File: config.mk
export PLATFORM = sky130hd
export DESIGN_NAME = mem_access_ctrl_flat
export DESIGN_NICKNAME = d
export VERILOG_FILES = /design/src/rtl/mem_access_ctrl_if.sv /design/src/rtl/mem_access_ctrl.sv /design/src/flat_wrapper.sv
export SDC_FILE = /design/constraint.sdc
export NUM_CORES = 1
export LEC_CHECK = 0
export ABC_AREA = 1
export BUFFER_PORTS_ARGS = -buffer_cell sky130_fd_sc_hd__buf_2
export CORE_ASPECT_RATIO = 2
export CORE_MARGIN = 1
export CORE_UTILIZATION = 53
export DETAILED_ROUTE_END_ITERATION = 8
export PLACE_DENSITY = 0.84
export SYNTH_ARGS = -nofsm -noshare
export SYNTH_HDL_FRONTEND = slang
export SYNTH_SLANG_ARGS = --single-unit
File: constraint.sdc
create_clock -name clk -period 2.3 [get_ports clk]
set_clock_uncertainty 0.1 [all_clocks]
set_input_delay 0.46 -clock clk [delete_from_list [all_inputs] [get_ports clk]]
set_output_delay 0.46 -clock clk [all_outputs]
set_load 0.005 [all_outputs]
File: src/rtl/mem_access_ctrl_if.sv
// Bus bundle for mem_access_ctrl.
// Request side:  start, op3, addr, wdata in; busy, done, rdata, trap and
//                trap_cause back to the requester.
// Memory side:   mfa, mem_rw, mem_addr and mem_wdata out to memory;
//                mem_rdata and moc back from memory.
// The controller is the slave. The master drives the request inputs and
// plays the memory (mem_rdata, moc).
interface mem_access_ctrl_if;
  logic        start;
  logic [5:0]  op3;
  logic [31:0] addr;
  logic [31:0] wdata;
  logic        busy;
  logic        done;
  logic [31:0] rdata;
  logic        trap;
  logic [1:0]  trap_cause;
  logic        mfa;
  logic        mem_rw;
  logic [31:0] mem_addr;
  logic [31:0] mem_wdata;
  logic [31:0] mem_rdata;
  logic        moc;

  modport master (
    output start, op3, addr, wdata, mem_rdata, moc,
    input  busy, done, rdata, trap, trap_cause, mfa, mem_rw, mem_addr, mem_wdata
  );

  modport slave (
    input  start, op3, addr, wdata, mem_rdata, moc,
    output busy, done, rdata, trap, trap_cause, mfa, mem_rw, mem_addr, mem_wdata
  );
endinterface

File: src/rtl/mem_access_ctrl.sv
// SPARC-style load/store sequencer.
// Ports:
//   clk    - single clock; all state updates on its rising edge.
//   reset  - synchronous, active-high reset.
//   bus    - mem_access_ctrl_if.slave. It carries the request strobe, op3,
//            address and store data in; busy, done, rdata, trap and
//            trap_cause out; and the memory handshake
//            (mfa/mem_rw/mem_addr/mem_wdata out, mem_rdata/moc in).
// A byte or half store does a read-modify-write: it reads the word, merges
// the new lane and writes the word back. A word store writes the word
// directly. Lanes are big-endian. A watchdog aborts any memory phase that
// waits too long for moc.
module mem_access_ctrl #(
  parameter int TO_CYCLES = 16
) (
  input  logic             clk,
  input  logic             reset,
  mem_access_ctrl_if.slave bus
);

  localparam logic [2:0] S_IDLE  = 3'd0;
  localparam logic [2:0] S_READ  = 3'd1;
  localparam logic [2:0] S_MERGE = 3'd2;
  localparam logic [2:0] S_WRITE = 3'd3;
  localparam logic [2:0] S_DONE  = 3'd4;
  localparam logic [2:0] S_TRAP  = 3'd5;

  localparam int              WD_W    = $clog2(TO_CYCLES + 1);
  localparam logic [WD_W-1:0] WD_LAST = WD_W'(TO_CYCLES - 1);

  logic [2:0]      state_reg;
  logic [31:0]     addr_reg;
  logic [15:0]     wdata_lo_reg;
  logic            is_load_reg, is_byte_reg, is_half_reg, is_signed_reg;
  logic [31:0]     word_reg;
  logic [31:0]     rdata_reg;
  logic [31:0]     mem_wdata_reg;
  logic [1:0]      cause_reg;
  logic [WD_W-1:0] wd_reg;

  // Decode of the incoming op3, used only on the accepting edge.
  logic in_legal, in_load, in_byte, in_half, in_signed, in_misaligned;

  always_comb begin
    in_legal = 1'b1;
    in_load  = 1'b0;
    in_byte  = 1'b0;
    in_half  = 1'b0;
    case (bus.op3)
      6'b001001, 6'b000001: begin in_byte = 1'b1; in_load = 1'b1; end
      6'b001010, 6'b000010: begin in_half = 1'b1; in_load = 1'b1; end
      6'b000000:            in_load = 1'b1;
      6'b000101:            in_byte = 1'b1;
      6'b000110:            in_half = 1'b1;
      6'b000100:            in_legal = 1'b1;
      default:              in_legal = 1'b0;
    endcase
    // Within the legal loads, op3[3] marks the signed variants (LDSB/LDSH).
    in_signed     = in_load & bus.op3[3];
    in_misaligned = (in_half & bus.addr[0]) |
                    (~in_byte & ~in_half & (bus.addr[1:0] != 2'b00));
  end

  // Load result: pick the big-endian lane from the returned word and extend it.
  logic [7:0]  lane_b;
  logic [15:0] lane_h;
  logic [31:0] load_val;

  always_comb begin
    case (addr_reg[1:0])
      2'd0:    lane_b = bus.mem_rdata[31:24];
      2'd1:    lane_b = bus.mem_rdata[23:16];
      2'd2:    lane_b = bus.mem_rdata[15:8];
      default: lane_b = bus.mem_rdata[7:0];
    endcase
    lane_h = addr_reg[1] ? bus.mem_rdata[15:0] : bus.mem_rdata[31:16];
    if (is_byte_reg)
      load_val = {{24{is_signed_reg & lane_b[7]}}, lane_b};
    else if (is_half_reg)
      load_val = {{16{is_signed_reg & lane_h[15]}}, lane_h};
    else
      load_val = bus.mem_rdata;
  end

  // Store merge: replace the target lane(s) of the word read back.
  // Byte lane gi sits at bits [31-8*gi -: 8]. A half store at offset 0
  // covers lanes 0 and 1. A half store at offset 2 covers lanes 2 and 3.
  logic [31:0] merged;

  for (genvar gi = 0; gi < 4; gi++) begin : g_lane
    logic       lane_hit;
    logic [7:0] lane_src;
    assign lane_hit = is_byte_reg ? (addr_reg[1:0] == 2'(gi))
                                  : (addr_reg[1] == 1'(gi / 2));
    if (gi % 2 == 0) begin : g_even
      assign lane_src = is_half_reg ? wdata_lo_reg[15:8] : wdata_lo_reg[7:0];
    end else begin : g_odd
      assign lane_src = wdata_lo_reg[7:0];
    end
    assign merged[31-8*gi -: 8] = lane_hit ? lane_src : word_reg[31-8*gi -: 8];
  end

  always_ff @(posedge clk) begin
    if (reset) begin
      state_reg     <= S_IDLE;
      addr_reg      <= '0;
      wdata_lo_reg  <= '0;
      is_load_reg   <= 1'b0;
      is_byte_reg   <= 1'b0;
      is_half_reg   <= 1'b0;
      is_signed_reg <= 1'b0;
      word_reg      <= '0;
      rdata_reg     <= '0;
      mem_wdata_reg <= '0;
      cause_reg     <= 2'b00;
      wd_reg        <= '0;
    end else begin
      case (state_reg)
        S_IDLE: begin
          if (bus.start) begin
            addr_reg      <= bus.addr;
            wdata_lo_reg  <= bus.wdata[15:0];
            is_load_reg   <= in_load;
            is_byte_reg   <= in_byte;
            is_half_reg   <= in_half;
            is_signed_reg <= in_signed;
            wd_reg        <= '0;
            if (!in_legal) begin
              cause_reg <= 2'b11;
              state_reg <= S_TRAP;
            end else if (in_misaligned) begin
              cause_reg <= 2'b01;
              state_reg <= S_TRAP;
            end else begin
              cause_reg <= 2'b00;
              if (in_load || in_byte || in_half) begin
                state_reg <= S_READ;
              end else begin
                mem_wdata_reg <= bus.wdata;
                state_reg     <= S_WRITE;
              end
            end
          end
        end
        S_READ: begin
          if (bus.moc) begin
            if (is_load_reg) begin
              rdata_reg <= load_val;
              state_reg <= S_DONE;
            end else begin
              word_reg  <= bus.mem_rdata;
              state_reg <= S_MERGE;
            end
          end else if (wd_reg == WD_LAST) begin
            cause_reg <= 2'b10;
            state_reg <= S_TRAP;
          end else begin
            wd_reg <= wd_reg + WD_W'(1);
          end
        end
        S_MERGE: begin
          mem_wdata_reg <= merged;
          wd_reg        <= '0;
          state_reg     <= S_WRITE;
        end
        S_WRITE: begin
          if (bus.moc) begin
            state_reg <= S_DONE;
          end else if (wd_reg == WD_LAST) begin
            cause_reg <= 2'b10;
            state_reg <= S_TRAP;
          end else begin
            wd_reg <= wd_reg + WD_W'(1);
          end
        end
        default: state_reg <= S_IDLE;  // DONE, TRAP and unused codes
      endcase
    end
  end

  assign bus.busy       = (state_reg != S_IDLE);
  assign bus.done       = (state_reg == S_DONE);
  assign bus.trap       = (state_reg == S_TRAP);
  assign bus.mfa        = (state_reg == S_READ) || (state_reg == S_WRITE);
  assign bus.mem_rw     = (state_reg != S_WRITE);
  assign bus.mem_addr   = {addr_reg[31:2], 2'b00};
  assign bus.mem_wdata  = mem_wdata_reg;
  assign bus.rdata      = rdata_reg;
  assign bus.trap_cause = cause_reg;

endmodule
File: src/flat_wrapper.sv
// flat-port wrapper written by rule: the top's interface ports become plain ports
module mem_access_ctrl_flat 
#(
  parameter int TO_CYCLES = 16
)
  (clk, reset, bus_start, bus_op3, bus_addr, bus_wdata, bus_mem_rdata, bus_moc, bus_busy, bus_done, bus_rdata, bus_trap, bus_trap_cause, bus_mfa, bus_mem_rw, bus_mem_addr, bus_mem_wdata);
  mem_access_ctrl_if bus_i ();
  input  logic clk;
  input  logic reset;
  input wire logic [$bits(bus_i.start)-1:0] bus_start;
  input wire logic [$bits(bus_i.op3)-1:0] bus_op3;
  input wire logic [$bits(bus_i.addr)-1:0] bus_addr;
  input wire logic [$bits(bus_i.wdata)-1:0] bus_wdata;
  input wire logic [$bits(bus_i.mem_rdata)-1:0] bus_mem_rdata;
  input wire logic [$bits(bus_i.moc)-1:0] bus_moc;
  output wire logic [$bits(bus_i.busy)-1:0] bus_busy;
  output wire logic [$bits(bus_i.done)-1:0] bus_done;
  output wire logic [$bits(bus_i.rdata)-1:0] bus_rdata;
  output wire logic [$bits(bus_i.trap)-1:0] bus_trap;
  output wire logic [$bits(bus_i.trap_cause)-1:0] bus_trap_cause;
  output wire logic [$bits(bus_i.mfa)-1:0] bus_mfa;
  output wire logic [$bits(bus_i.mem_rw)-1:0] bus_mem_rw;
  output wire logic [$bits(bus_i.mem_addr)-1:0] bus_mem_addr;
  output wire logic [$bits(bus_i.mem_wdata)-1:0] bus_mem_wdata;
  assign bus_i.start = bus_start;
  assign bus_i.op3 = bus_op3;
  assign bus_i.addr = bus_addr;
  assign bus_i.wdata = bus_wdata;
  assign bus_i.mem_rdata = bus_mem_rdata;
  assign bus_i.moc = bus_moc;
  assign bus_busy = bus_i.busy;
  assign bus_done = bus_i.done;
  assign bus_rdata = bus_i.rdata;
  assign bus_trap = bus_i.trap;
  assign bus_trap_cause = bus_i.trap_cause;
  assign bus_mfa = bus_i.mfa;
  assign bus_mem_rw = bus_i.mem_rw;
  assign bus_mem_addr = bus_i.mem_addr;
  assign bus_mem_wdata = bus_i.mem_wdata;
  mem_access_ctrl #(.TO_CYCLES(TO_CYCLES)) u_core (.clk(clk), .reset(reset), .bus(bus_i));
endmodule
==> run_results.csv, run 1 <==
group,metric,value,unit
clock_tree,ctsHtreeMaxLevel,4,
sta,finalCritPeriodShare,90.5,%
setup_path,r2r_start,"u_core.state_reg[2]",
floorplan,core,14400,um2
sta,min_period,2080,ps
synthesis,synth_top_family_by_area,"simple AND/OR/NAND/NOR gates",
synthesis,synth_flop_cell,"dfxtp_1",
floorplan,die_y,173,um
clock_tree,cts_hold_buf,0,
sta,finalSetupTns,0,ps
setup_path,critical_path.startpoint_type,"flip-flop",
global_routing,grt_max_degree,135,
clock_tree,path_clk_slew,70,ps
synthesis,synth.distinct_cells,37,
detailed_routing,dr.pass1.iters,7,
placement,place.gp.congestion,0.949,
pwr,ir_drop,0.609,mV
sta,hold_viol_final,0,
pwr,switching_power,2.64,mW
setup_path,cp_data_required_time,2550,ps
pwr,p_leak,4.50,nW
final_layout,syn_to_final_growth,19.1,%
detailed_routing,wl_per_cell,15.4,um
floorplan,ios,209,
clock_tree,cts_resized,0,
synthesis,synth_seq_area_share,40.8,%
status,status,"completed",
global_routing,grt_usage,30.6,%
pwr,powerDensity,902,nW/um2
final_layout,final_area,9240,um2
clock_tree,cts_tree,"built",
detailed_routing,drcViolationCount,0,
global_routing,grt_pass1_vias,7341,
synthesis,yosys.area_share.xor_xnor,0,%
global_routing,antenna_found_initial,1,
pwr,p_comb_share,23.6,%
floorplan,num_rows,62,
detailed_routing,postRouteWirelength,22700,um
detailed_routing,drt-initial-drc-count,524,
global_routing,overflow,0,
clock_tree,post_cts_buffers,0,
pwr,p_int,5.69,mW
final_layout,nets,1379,
setup_path,endpoint_kind,"flip-flop",
synthesis,async_flop_share,0,%
synthesis,syn-cell-area,7760,um2
floorplan,dieArea,15200,um2
floorplan,dieWidth,87.5,um
pwr,power_frac_clock,36.8,%
detailed_routing,vias,8001,
synthesis,yosys.area_share.simple,26.5,%
synthesis,synth_mux_area_share,0,%
setup_path,crit_arrival,2330,ps
synthesis,syn_inst,1126,
setup_path,cp_max_fo,58,
detailed_routing,viasPerCell,5.42,
setup_path,r2r-end,"u_core.wdata_lo_reg[6]",
final_layout,fillers,1324,
clock_tree,clockBufferDepth,2,
clock_tree,clock_sinks,158,
synthesis,synthAdderAreaFrac,0.323,%
sta,finalSetupViolCount,0,
sta,relSlewSlack,36.8,%
clock_tree,cts_buffers,17,
clock_tree,root_buffer,"clkbuf_16",
global_routing,grt_first_pass_wirelength,36000,um
setup_path,reg2reg_depth,8,
sta,worstMarginPinSlew,946,ps
setup_path,crit_end,"u_core.wdata_lo_reg[6]",
pwr,power_frac_seq,39.6,%
setup_path,critPathKind,"reg2reg",
setup_path,reg2reg_setup_slack,220,ps
final_layout,layout_common_cells,"253 x nor2_1, 206 x buf_2, 187 x nand2_1",
synthesis,synth_compound_area_share,20.0,%
clock_tree,worstSkewPairLatency,420,ps
pwr,switching_share,31.7,%
synthesis,synth_edf_count,0,
synthesis,avgSynthCellArea,6.89,um2
setup_path,setup.worst_path.start,"u_core.state_reg[2]",
final_layout,layout-drive-gt1-share,22.7,%
detailed_routing,ant_nets,0,
sta,timing.fmax,0.480,GHz
final_layout,final_common_cell,"nor2_1",
placement,placed_area,8600,um2
synthesis,synth-seq-cells,158,
sta,rsz0062_at_grt,"false",
floorplan,initial_core_util,54.0,%
placement,dp_hpwl,16200,um
hold_path,min_path_type,"in2reg",
flow_run,drv_cap,0,
sta,drv_slew,0,
synthesis,yosysWarnings,0,
placement,port_buffers,206,
synth_stat cells, types with 4 or more instances:
cell,count,area [um2]
a21oi_1,56,280
a31oi_1,32,200
buf_2,14,70.1
buf_4,39,293
buf_6,9,101
clkbuf_1,37,139
dfxtp_1,158,3160
inv_1,82,308
inv_2,13,48.8
nand2_1,187,702
nand3_1,22,110
nand3_2,4,40.0
nor2_1,254,953
nor2_2,4,25.0
nor2_4,6,67.6
nor3_1,8,40.0
o2111ai_1,5,43.8
o211ai_1,15,113
o21ai_0,128,641
o21ai_1,9,45.0
o21bai_1,6,45.0
o31ai_1,16,120
power by group through the flow:
stage	logic (mW)	registers (mW)	clock network (mW)
finish	1.96	3.30	3.06
detailed placement	1.94	3.35	0
global route	2.21	3.34	3.21
floorplan	1.43	3.31	0
CTS	1.96	3.30	3.08
global placement	1.90	3.34	0
worst max-delay path: stages (launching register included):
cell	delay [ps]
dfxtp_1	450
nor2_2	100
inv_2	140
nor2_8	60
inv_2	100
nor2_4	40
inv_2	680
o21ai_0	170
a21oi_1	150
per-stage QoR:
stage	utilization, %	worst slack (ps)	hold slack (ps)	power [mW]	instances
4_1_cts	64.4	220	144	8.34	1476
3_3_place_gp	59.9	225	341	5.24	1444
2_1_floorplan	-	570	329	4.74	1127
3_5_place_dp	59.9	165	347	5.29	1444
6_report	64.4	218	155	8.33	1477
5_1_grt	64.4	30.4	155	8.75	1477
layer usage:
| metal | GRT usage (%) | routed length [um] | vias up |
|---|---|---|---|
| met1 | 33.2 | 8160 | 3608 |
| li1 | - | - | 3920 |
| met5 | 0 | 0 | - |
| met4 | 18.2 | 1290 | 0 |
| met2 | 52.9 | 11700 | 380 |
| met3 | 6.87 | 1600 | 93 |
kinds of logic (layout without fill, tap and decap cells):
family,Yosys count,after routing
and+or+nand+nor,497,497
AOI/OAI and AO/OA,274,274
buffers and inverters,194,351
DFF,158,158
adders and majority gates,2,2
other,1,3
worst min-delay path by stage:
stage,to,slack (ps),from,depth (start not counted)
finish,u_core.addr_reg[10],160,bus_addr[10],3
global route,u_core.addr_reg[10],160,bus_addr[10],3
CTS,u_core.addr_reg[10],140,bus_addr[10],3
detailed placement,u_core.wdata_lo_reg[15],350,u_core.wdata_lo_reg[15],2
global placement,u_core.wdata_lo_reg[15],340,u_core.wdata_lo_reg[15],2
floorplan,u_core.wdata_lo_reg[10],330,u_core.wdata_lo_reg[10],2
area by class of cell:
type | count | area, um2 | area share (%)
Clock inverter | 11 | 180 | 1.95
Multi-Input combinational cell | 775 | 3640 | 39.5
Clock buffer | 21 | 460 | 4.98
Antenna cell | 1 | 2.50 | 0.0271
Inverter | 95 | 357 | 3.86
Tap cell | 192 | 240 | 2.60
Timing Repair Buffer | 224 | 1190 | 12.9
Sequential cell | 158 | 3160 | 34.2
Note: power is estimated with default switching activity, not from simulation.
==> run 2: changes to the inputs <==
Settings changed: BUFFER_PORTS_ARGS -buffer_cell sky130_fd_sc_hd__buf_2 to not set, CORE_UTILIZATION 53 to 55, DONT_BUFFER_PORTS set to 1, HOLD_SLACK_MARGIN set to 0.02, PLACE_DENSITY 0.84 to 0.77.
Clock period 2.3 ns to 1.7 ns, I/O delays scaled along.
==> run 2 against run 1 <==
Count of clock-buffer cells in the layout fell by 2. Critical endpoint is now bus_mem_rw. Clock power rose by 18%. Final area rose by 5.8%. Flip-flop and latch count did not move. Critical path depth fell by 3. The flow now finishes with violations (negative setup slack). Utilization rose by 6.4 points. Sequential power rose by 38%. Power rose by 35%. Combinational power rose by 57%. Via count fell by 1.1%. Highest routed layer unchanged. Sequential share of layout area fell by 1.7 points.
==> run_results.csv, run 2 (synthesized netlist as in run 1, its figures left out) <==
group,metric,value,unit
placement,placed_area,8000,um2
sta,finalSetupViolCount,10,
sta,worstMarginPinSlew,1040,ps
detailed_routing,postRouteWirelength,26000,um
sta,drv_slew,0,
final_layout,final_cells,1410,
setup_path,cp_max_fo,6,
floorplan,num_rows,61,
pwr,powerDensity,1150,nW/um2
clock_tree,worstSkewPairLatency,440,ps
pwr,ir_drop,0.922,mV
setup_path,cp_data_required_time,1260,ps
clock_tree,ctsHtreeMaxLevel,4,
pwr,finalPower,11.3,mW
setup_path,crit_arrival,1330,ps
final_layout,layout_common_cells,"252 x nor2_1, 181 x nand2_1, 151 x dfxtp_1",
floorplan,die_y,170,um
global_routing,grt_first_pass_wirelength,37700,um
clock_tree,cts_tree,"built",
placement,numPlacedInstances,1280,
placement,place.gp.congestion,0.960,
global_routing,grt_max_degree,89,
sta,setup_ws,-73.1,ps
status,status,"finished with violations",
detailed_routing,viasPerCell,5.61,
clock_tree,root_buffer,"clkbuf_16",
floorplan,ios,209,
final_layout,final_area,9770,um2
detailed_routing,ant_nets,0,
sta,min_period,1770,ps
pwr,p_leak,4.26,nW
setup_path,endpoint_kind,"output port",
status,violations,"negative setup slack",
clock_tree,clock_sinks,158,
setup_path,critPathKind,"reg2out",
final_layout,syn_to_final_growth,26.0,%
final_layout,layout-drive-gt1-share,15.2,%
floorplan,dieWidth,86.0,um
floorplan,dieArea,14600,um2
detailed_routing,vias,7916,
sta,relSlewSlack,30.1,%
flow_run,drv_cap,0,
detailed_routing,drcViolationCount,0,
sta,finalCritPeriodShare,104,%
final_layout,fin_util,70.7,%
global_routing,antenna_found_initial,0,
placement,port_buffers,0,
floorplan,core,13800,um2
final_layout,diodes,0,
floorplan,initial_core_util,56.1,%
clock_tree,path_clk_slew,60,ps
setup_path,critical_path.startpoint_type,"flip-flop",
global_routing,grt_pass1_vias,7517,
final_layout,nets,1316,
global_routing,grt_usage,33.3,%
final_layout,final_common_cell,"nor2_1",
clock_tree,cts_buffers,17,
placement,dp_hpwl,16500,um
sta,timing.fmax,0.564,GHz
sta,whs,35.0,ps
detailed_routing,dr.pass1.iters,5,
sta,hold_viol_final,0,
setup_path,reg2reg_setup_slack,-50,ps
detailed_routing,wl_per_cell,18.4,um
clock_tree,clockBufferDepth,2,
sta,rsz0062_at_grt,"true",
detailed_routing,drt-initial-drc-count,559,
hold_path,min_path_type,"in2reg",
global_routing,overflow,0,
-- run 2: layer usage --
metal / global-route usage [%] / share of wire [%] / up-vias
met4: 24.0 / 7.3 / 0
met3: 7.47 / 7.1 / 123
li1: - / - / 3800
met1: 34.1 / 34 / 3580
met2: 58.3 / 51 / 413
met5: 0 / 0 / -
-- run 2: what timing repair did --
| action | 4_1_cts | 5_1_grt |
|---|---|---|
| gates cloned | 0 | 8 |
| setup endpoints to repair | 16 | 109 |
| pin swaps | 1 | 7 |
| buffers inserted | 2 | 10 |
| gates resized for setup | 9 | 63 |
| endpoints found under the hold margin | 97 | 2 |
| hold buffers | 76 | 2 |
-- run 2: worst paths after layout --
check,start,end,cells after the start
setup reg to reg,u_core.state_reg[2],u_core.wdata_lo_reg[13],10
hold / removal,bus_moc,u_core.state_reg[0],3
setup / recovery,u_core.state_reg[2],bus_mem_rw,5
hold reg to reg,u_core.wd_reg[4],u_core.wd_reg[4],2
-- run 2: per-stage QoR --
stage          setup WS, ps  TNS, ps
3_3_place_gp          -1.88    -2.57
4_1_cts               -67.2     -151
2_1_floorplan          90.5        0
3_5_place_dp          -38.5     -459
6_report              -73.1     -228
5_1_grt                -149    -4980
-- run 2: final cells by class --
cell class                 count  area, um2
timing repair buffer         159       1660
tap                          189        236
clock inverter                13        108
multi-input combinational    775       3770
inverter                      95        368
timing repair inverter         2       12.5
fill                        1113       4040
clock buffer                  19        443
sequential                   158       3170
-- run 2: critical path, stage by stage, from the launching register on --
cell,delay [ps]
dfxtp_4,360
buf_6,120
nor2_4,110
buf_6,150
nand2_4,60
buf_6,110
-- run 2: report_power, final --
part	switching, mW	leakage, nW	internal, mW
registers	0.371	1.30	4.19
logic	1.81	2.71	1.27
clock network	1.68	0.258	1.93
total	3.86	4.26	7.40
==> run 3: changes to the inputs <==
Settings changed: RECOVER_POWER set to 100.
==> run 3 against run 2 <==
The run still ends with negative setup slack left. Worst setup slack about the same. Utilization is 0.14 points lower. Non-clock buffer count is the same. Sequential power about the same. Sequential share of layout area rose by 0.067 points. Routed wire length increased by 0.20%. Critical path type unchanged. Power about the same. Flip-flop and latch count is the same. Worst hold slack improved by 1.9 ps.
==> run_results.csv, run 3 (synthesized netlist as in run 1, its figures left out) <==
group,metric,value,unit
sta,finalSetupTns,-267,ps
clock_tree,clock_sinks,158,
sta,rsz0062_at_grt,"true",
setup_path,crit_path_top_delay_cell,"dfxtp_4",
final_layout,nets,1316,
detailed_routing,drcViolationCount,0,
setup_path,crit_path_max_incr_delay,360,ps
status,status,"finished with violations",
placement,numPlacedInstances,1280,
setup_path,cp_data_required_time,1260,ps
setup_path,critical_path.startpoint_type,"flip-flop",
detailed_routing,route.met2.wl,13400,um
clock_tree,cts_tree,"built",
sta,drv_slew,0,
detailed_routing,viasPerCell,5.60,
detailed_routing,drt-initial-drc-count,541,
sta,finalSetupViolCount,15,
setup_path,critPathKind,"reg2out",
final_layout,layout-drive-gt1-share,15.1,%
sta,finalCritPeriodShare,104,%
sta,timing.fmax,0.564,GHz
setup_path,endpoint_kind,"output port",
detailed_routing,vias,7899,
sta,relSlewSlack,32.1,%
pwr,ir_drop,0.927,mV
detailed_routing,dr.pass1.iters,9,
sta,min_period,1770,ps
floorplan,core,13800,um2
pwr,finalPower,11.3,mW
placement,place_ws,-38.5,ps
final_layout,syn_to_final_growth,25.7,%
setup_path,worst-path-buf-inv,3,
placement,placed_area,8000,um2
final_layout,layout_common_cells,"252 x nor2_1, 181 x nand2_1, 151 x dfxtp_1",
placement,dp_hpwl,16500,um
clock_tree,path_clk_slew,60,ps
setup_path,crit_arrival,1330,ps
hold_path,min_path_type,"in2reg",
global_routing,grt_first_pass_wirelength,37700,um
sta,setup_ws,-73.1,ps
status,violations,"negative setup slack",
detailed_routing,postRouteWirelength,26100,um
sta,worstMarginPinSlew,1020,ps
clock_tree,ctsHtreeMaxLevel,4,
detailed_routing,ant_nets,0,
final_layout,final_cells,1410,
global_routing,grt_max_degree,89,
final_layout,final_common_cell,"nor2_1",
flow_run,drv_cap,0,
placement,port_buffers,0,
setup_path,cp_common_cell,"buf_6",
detailed_routing,wl_met3,1810,um
pwr,powerDensity,1160,nW/um2
detailed_routing,highest_layer,"met4",
global_routing,grt_usage,33.3,%
global_routing,overflow,0,
global_routing,grt_pass1_vias,7517,
detailed_routing,wl_per_cell,18.5,um
floorplan,initial_core_util,56.1,%
floorplan,ios,209,
floorplan,die_y,170,um
sta,hold_viol_final,0,
setup_path,cp_max_fo,6,
final_layout,diodes,0,
global_routing,antenna_found_initial,0,
floorplan,dieWidth,86.0,um
final_layout,final_area,9750,um2
setup_path,critPathTopFamily,"buffers and inverters",
setup_path,crit_chain,"buf_6 -> nor2_4 -> buf_6 -> nand2_4 -> buf_6",
clock_tree,cts_buffers,17,
placement,place.gp.congestion,0.960,
floorplan,dieArea,14600,um2
floorplan,num_rows,61,
detailed_routing,wl_met1,9020,um
clock_tree,worstSkewPairLatency,440,ps
pwr,p_leak,4.26,nW
clock_tree,root_buffer,"clkbuf_16",
clock_tree,clockBufferDepth,2,
==> run 3: cell count changes in the layout (fill, tap and decap cells not counted) <==
cell	change
clkbuf_2	+1
inv_2	-2
inv_1	+2
buf_6	+2
buf_4	-1
buf_12	-2
==> run 3: path summary, 6_finish.rpt <==
check | from | endpoint | slack, ps | depth (start not counted)
worst max-delay path | u_core.state_reg[2] | bus_mem_rw | -70 | 5
worst min-delay path | bus_moc | u_core.state_reg[0] | 40 | 3
worst max register to register | u_core.state_reg[2] | u_core.wdata_lo_reg[13] | -50 | 10
worst min register to register | u_core.wdata_lo_reg[10] | u_core.wdata_lo_reg[10] | 370 | 2
==> run 3: layout make-up <==
class | count | area (um2)
Fill cell | 1118 | 4060
Sequential cell | 158 | 3170
Timing Repair Buffer | 159 | 1640
Timing Repair inverter | 2 | 12.5
Tap cell | 189 | 236
Multi-Input combinational cell | 775 | 3770
Clock buffer | 19 | 443
Clock inverter | 13 | 108
Inverter | 95 | 368
==> run 3: per-stage QoR <==
stage	util (%)	hold slack, ps
finish	70.6	36.9
global route	70.6	31.6
CTS	67.7	22.6
detailed placement	57.9	316
global placement	57.9	314
floorplan	-	329
==> run 3: repair_timing <==
action	4_1_cts	5_1_grt
buffers inserted	2	10
setup endpoints to repair	16	109
hold buffers	76	2
gates cloned	0	8
endpoints found under the hold margin	97	2
pin swaps	1	7
resized for setup	9	63
==> run 3: routing by layer <==
layer | vias to the layer above | GRT usage (%)
li1 | 3803 | -
met5 | - | 0
met4 | 0 | 24.0
met1 | 3578 | 34.1
met2 | 396 | 58.3
met3 | 122 | 7.47
==> run 3: worst min-delay path: cells and delay by family <==
family	cells	cell delay [ps]
AND/OR/NAND/NOR	2	100
AO/OA/AOI/OAI	1	90
==> run 3: where the power goes <==
group / leakage (nW) / total (mW) / internal [mW] / switching [mW]
Clock: 0.258 / 3.62 / 1.93 / 1.69
Sequential: 1.30 / 4.56 / 4.19 / 0.371
Combinational: 2.70 / 3.08 / 1.27 / 1.81
